==> src/rtl/if_id_pipe.sv <==
// rtl/if_id_pipe.sv - IF->ID pipeline register with valid/ready handshake and 2-entry skid buffer
//
// Ports:
//   clk, rst      rising-edge clock, asynchronous active-low reset
//   if_valid      fetch presents a pc/inst pair
//   if_ready      stage can accept a pair (registered)
//   if_pc/if_inst fetched address and instruction word
//   id_valid      id_pc/id_inst hold a valid instruction
//   id_ready      decode can consume this cycle
//   id_pc/id_inst instruction to decode (0 / NOP_INST when invalid)
//   stall         hazard stall; nothing leaves the stage while high
//   flush         discard all held and incoming instructions
//   stall_cnt     saturating count of cycles a valid instruction was held back
module if_id_pipe #(
  parameter int unsigned             ADDR_W   = 32,
  parameter int unsigned             INST_W   = 32,
  parameter logic [INST_W-1:0]       NOP_INST = '0,
  parameter int unsigned             CNT_W    = 16
) (
  input  logic              clk,
  input  logic              rst,
  input  logic              if_valid,
  output logic              if_ready,
  input  logic [ADDR_W-1:0] if_pc,
  input  logic [INST_W-1:0] if_inst,
  output logic              id_valid,
  input  logic              id_ready,
  output logic [ADDR_W-1:0] id_pc,
  output logic [INST_W-1:0] id_inst,
  input  logic              stall,
  input  logic              flush,
  output logic [CNT_W-1:0]  stall_cnt
);

  logic              main_vld_q, main_vld_d;
  logic [ADDR_W-1:0] main_pc_q, main_pc_d;
  logic [INST_W-1:0] main_inst_q, main_inst_d;
  logic              skid_vld_q, skid_vld_d;
  logic [ADDR_W-1:0] skid_pc_q, skid_pc_d;
  logic [INST_W-1:0] skid_inst_q, skid_inst_d;
  logic              rdy_q, rdy_d;
  logic [CNT_W-1:0]  cnt_q, cnt_d;

  logic take_in;
  logic take_out;

  assign take_in  = if_valid & rdy_q;
  assign take_out = main_vld_q & id_ready & ~stall;

  always_comb begin
    main_vld_d  = main_vld_q;
    main_pc_d   = main_pc_q;
    main_inst_d = main_inst_q;
    skid_vld_d  = skid_vld_q;
    skid_pc_d   = skid_pc_q;
    skid_inst_d = skid_inst_q;

    if (flush) begin
      main_vld_d  = 1'b0;
      main_pc_d   = '0;
      main_inst_d = NOP_INST;
      skid_vld_d  = 1'b0;
    end else if (take_out) begin
      if (skid_vld_q) begin
        // Skid holds the older entry; take_in cannot occur here since if_ready=0.
        main_vld_d  = 1'b1;
        main_pc_d   = skid_pc_q;
        main_inst_d = skid_inst_q;
        skid_vld_d  = 1'b0;
      end else if (take_in) begin
        main_vld_d  = 1'b1;
        main_pc_d   = if_pc;
        main_inst_d = if_inst;
      end else begin
        main_vld_d  = 1'b0;
      end
    end else if (take_in) begin
      if (main_vld_q) begin
        // Main is held (stall or decode not ready): park the new pair in skid.
        skid_vld_d  = 1'b1;
        skid_pc_d   = if_pc;
        skid_inst_d = if_inst;
      end else begin
        main_vld_d  = 1'b1;
        main_pc_d   = if_pc;
        main_inst_d = if_inst;
      end
    end

    // if_ready only needs the next skid occupancy, so it stays a flop output.
    rdy_d = ~skid_vld_d;
  end

  always_comb begin
    cnt_d = cnt_q;
    if (main_vld_q && (stall || !id_ready) && (cnt_q != {CNT_W{1'b1}})) begin
      cnt_d = cnt_q + 1'b1;
    end
  end

  always_ff @(posedge clk or negedge rst) begin
    if (!rst) begin
      main_vld_q  <= 1'b0;
      main_pc_q   <= '0;
      main_inst_q <= NOP_INST;
      skid_vld_q  <= 1'b0;
      skid_pc_q   <= '0;
      skid_inst_q <= NOP_INST;
      rdy_q       <= 1'b1;
      cnt_q       <= '0;
    end else begin
      main_vld_q  <= main_vld_d;
      main_pc_q   <= main_pc_d;
      main_inst_q <= main_inst_d;
      skid_vld_q  <= skid_vld_d;
      skid_pc_q   <= skid_pc_d;
      skid_inst_q <= skid_inst_d;
      rdy_q       <= rdy_d;
      cnt_q       <= cnt_d;
    end
  end

  // Invalid main is presented as a bubble regardless of stale register contents.
  assign id_valid  = main_vld_q;
  assign id_pc     = main_vld_q ? main_pc_q : '0;
  assign id_inst   = main_vld_q ? main_inst_q : NOP_INST;
  assign if_ready  = rdy_q;
  assign stall_cnt = cnt_q;

endmodule

==> config.mk <==
export PLATFORM = sky130hd
export DESIGN_NAME = if_id_pipe
export DESIGN_NICKNAME = d
export VERILOG_FILES = /design/src/rtl/if_id_pipe.sv
export SDC_FILE = /design/constraint.sdc
export NUM_CORES = 1
export LEC_CHECK = 0
export BUFFER_PORTS_ARGS = -buffer_cell sky130_fd_sc_hd__buf_2
export CORE_MARGIN = 3
export CORE_UTILIZATION = 55
export CTS_CLUSTER_SIZE = 10
export DETAILED_ROUTE_END_ITERATION = 8
export PLACE_DENSITY = 0.81
export SETUP_SLACK_MARGIN = 0.3
export SLEW_MARGIN = 5
export SYNTH_ARGS = -nofsm -noshare
export SYNTH_HDL_FRONTEND = slang
export SYNTH_SLANG_ARGS = --single-unit
==> constraint.sdc <==
create_clock -name clk -period 3.1 [get_ports clk]
set_input_delay 0.775 -clock clk [delete_from_list [all_inputs] [get_ports clk]]
set_output_delay 0.775 -clock clk [all_outputs]
set_load 0.05 [all_outputs]
==> impl_metrics.json <==
{
  "internal-power_w": 0.004086,
  "grt_pass1_vias": 4993,
  "cts_tree": "built",
  "final_cell_mix": "buf_2, dfrtp_1, nor2_1",
  "final_common_cell": "buf_2",
  "synth_compound_area_frac": 0.08433,
  "crit_type": "register to primary output",
  "clk_path_buf_depth": 2,
  "pwr-share-seq": 0.443,
  "startpoint_type": "register",
  "combPwrFrac": 0.194,
  "remaining_drc_errors": 0,
  "drv_slew": 0,
  "routed-wl-met3_um": 632,
  "cp_max_fo": 38,
  "r2r_start": "id_valid",
  "tns_ns": 0,
  "ant_nets": 0,
  "globalRouteOverflowTotal": 0,
  "grt_max_degree": 96,
  "route.met2.wl_um": 7676,
  "cts_max_level": 4,
  "pre_cts_slack_ns": 0.6423,
  "ir_drop_mv": 0.3945,
  "dieHeight_um": 118.7,
  "dp_cells": 870,
  "cts.sinks": 147,
  "crit_path_end_kind": "primary output",
  "crit_path_start": "id_valid",
  "relSlewSlack": 0.5808,
  "hold_path.class": "primary input to async pin",
  "min_period_ns": 2.677,
  "dp_hpwl_um": 10150,
  "routed_wl_um": 15060,
  "synth_top_area_share": 0.5228,
  "yosys.area_share.simple": 0.1388,
  "num_vias": 4931,
  "mappedNetlistNets": 654,
  "synth_cell_types": 42,
  "path_cells": "buf_4 > and2_1 > buf_2",
  "buffer_ports.inserted": 151,
  "ys.flop_type": "dfrtp_1",
  "holdBufCountCts": 0,
  "drive_gt1_frac": 0.3724,
  "slowest_delay_ns": 0.62,
  "synth_top_area_cell": "dfrtp_1",
  "viasPerCell": 5.473,
  "fillCellCount": 933,
  "rsz0062_at_grt": "false",
  "setup_violations": 0,
  "tightest_slew_ns": 0.6288,
  "regToRegSetupSlack_ns": 0.76,
  "wl_met1_um": 6460,
  "async_flop_share": 1.000,
  "status": "complete, no violations",
  "multi_input_area_mm2": 0.003049,
  "synth_xor_area_frac": 0.01253,
  "synth-edff-count": 0,
  "synth_seq_cells": 147,
  "place.gp.congestion": 0.7785,
  "ios": 152,
  "worst-endpoint-arrival_ns": 1.90,
  "die_w_um": 118.7,
  "yosysWarnings": 0,
  "ctsRootBufferMaster": "clkbuf_16",
  "cts.reportedPaths.clkPinSlew_ns": 0.06,
  "grt_util_all_layers": 0.2200,
  "finalInstanceArea_mm2": 0.008444,
  "fin_skew_ns": 0.01227,
  "whs_ns": 0.1343,
  "power.density_mw_per_mm2": 680.2,
  "drv_cap": 0,
  "grt_first_pass_wirelength_um": 24930,
  "wl_per_cell_um": 16.71,
  "worstSkewPairLatency_ns": 0.42,
  "drtPass1Iterations": 4,
  "dieArea_mm2": 0.01409,
  "fin_nets": 792,
  "rows": 40,
  "drtIter0Drc": 283,
  "clkPwrFrac": 0.363,
  "cts_buffers": 17,
  "worst-endpoint-required_ns": 2.32,
  "yosysSeqAreaShare": 0.5266,
  "final_cells": 901,
  "highest_layer": "met4",
  "finalCritPeriodShare": 0.8637,
  "cts_setup_buffers": 0,
  "antenna_found_initial": 0,
  "n_antenna_cell": 0,
  "synth_top_family_by_area": "multiplexers",
  "fmax_mhz": 373.5,
  "seq_area_mm2": 0.003684,
  "sw_frac_of_total": 0.2886,
  "postPlaceCellArea_mm2": 0.007830,
  "cp_slowest_cell": "dfrtp_4",
  "start_util": 0.5722,
  "setup_slack_ns": 0.4226,
  "syn_inst": 583,
  "syn_area_mm2": 0.006988,
  "reg2reg_depth": 5,
  "syn2layout_area_growth_pct": 20.84,
  "worstReg2RegEnd": "skid_inst_q[24]",
  "cellLeakagePower_nw": 4.432,
  "core_mm2": 0.01221,
  "synth_area_leaders": "dfrtp_1, mux2_2, mux2i_1",
  "p_switching_w": 0.001658,
  "hold_viol": 0,
  "synth_area_per_cell_um2": 11.99,
  "yosys-mux-area-fraction": 0.1970,
  "synthAdderAreaFrac": 0.001791
}
cells by family (layout without fill, tap and decap cells):
family                     Yosys count  in the layout
xor gates and xnor gates            10             10
DFF                                147            147
AOI/OAI and AO/OA                   79             79
buffers and inverters               45            195
adders and majority gates            1              1
and+or+nand+nor                    172            172
muxes                              129            129
critical path: cells and delay by family (launching register included):
family | cells | cell delay, ns
simple gates | 1 | 0.21
flops | 1 | 0.62
buf+inv | 2 | 0.64
routing by layer:
metal,GRT usage,vias to the layer above
met5,0,-
met4,0.08762,0
li1,-,2348
met1,0.2758,2451
met2,0.3719,112
met3,0.04785,20
worst max-delay path by stage:
stage | to | slack [ns] | cells past startpoint
global route | id_inst[16] | 0.33 | 3
global placement | skid_pc_q[13] | 0.73 | 5
CTS | id_inst[0] | 0.38 | 3
floorplan | id_inst[0] | 0.57 | 4
finish | id_inst[0] | 0.42 | 3
detailed placement | skid_inst_q[9] | 0.64 | 5
layout make-up:
type                            instances  area share
Inverter                                2   0.0008890
Multi-Input combinational cell        391      0.3611
Sequential cell                       147      0.4362
Clock buffer                           22     0.05734
Clock inverter                          9     0.01511
Timing Repair Buffer                  162      0.1045
Tap cell                              168     0.02489
metrics by stage:
stage | power [W] | utilization
6_report | 0.005744 | 0.6915
5_1_grt | 0.006008 | 0.6915
4_1_cts | 0.005797 | 0.6915
3_5_place_dp | 0.003691 | 0.6412
3_3_place_gp | 0.003623 | 0.6412
2_1_floorplan | 0.003356 | -
synth_stat cells (all sizes together) (5+ instances only):
cell type  number
xor2            7
nor2           71
clkbuf         18
a211oi         64
nor3            5
mux2           65
buf            25
nand2           9
and2           64
nand3           5
nand4           6
dfrtp         146
a31oi           5
mux2i          64
flip-flops by register name, summed over array words and instances, names as in the netlist:
name,flops
main_inst_q,32
main_pc_q,32
skid_inst_q,32
skid_pc_q,32
stall_cnt,16
id_valid,1
if_ready,1
skid_vld_q,1
timing repair:
item                                   CTS  global route
endpoints found under the hold margin    0             0
gates resized for setup                  1             0
setup endpoints to repair               11             0
power groups by stage:
stage / logic [W] / registers, W / clock network [W]
after floorplan: 0.000706 / 0.00265 / 0
after CTS: 0.00113 / 0.00254 / 0.00213
after global routing: 0.00121 / 0.00260 / 0.00220
final: 0.00111 / 0.00254 / 0.00209
after detailed placement: 0.00112 / 0.00257 / 0
after global placement: 0.00108 / 0.00254 / 0
No activity file was read; power rests on OpenSTA's default activity.
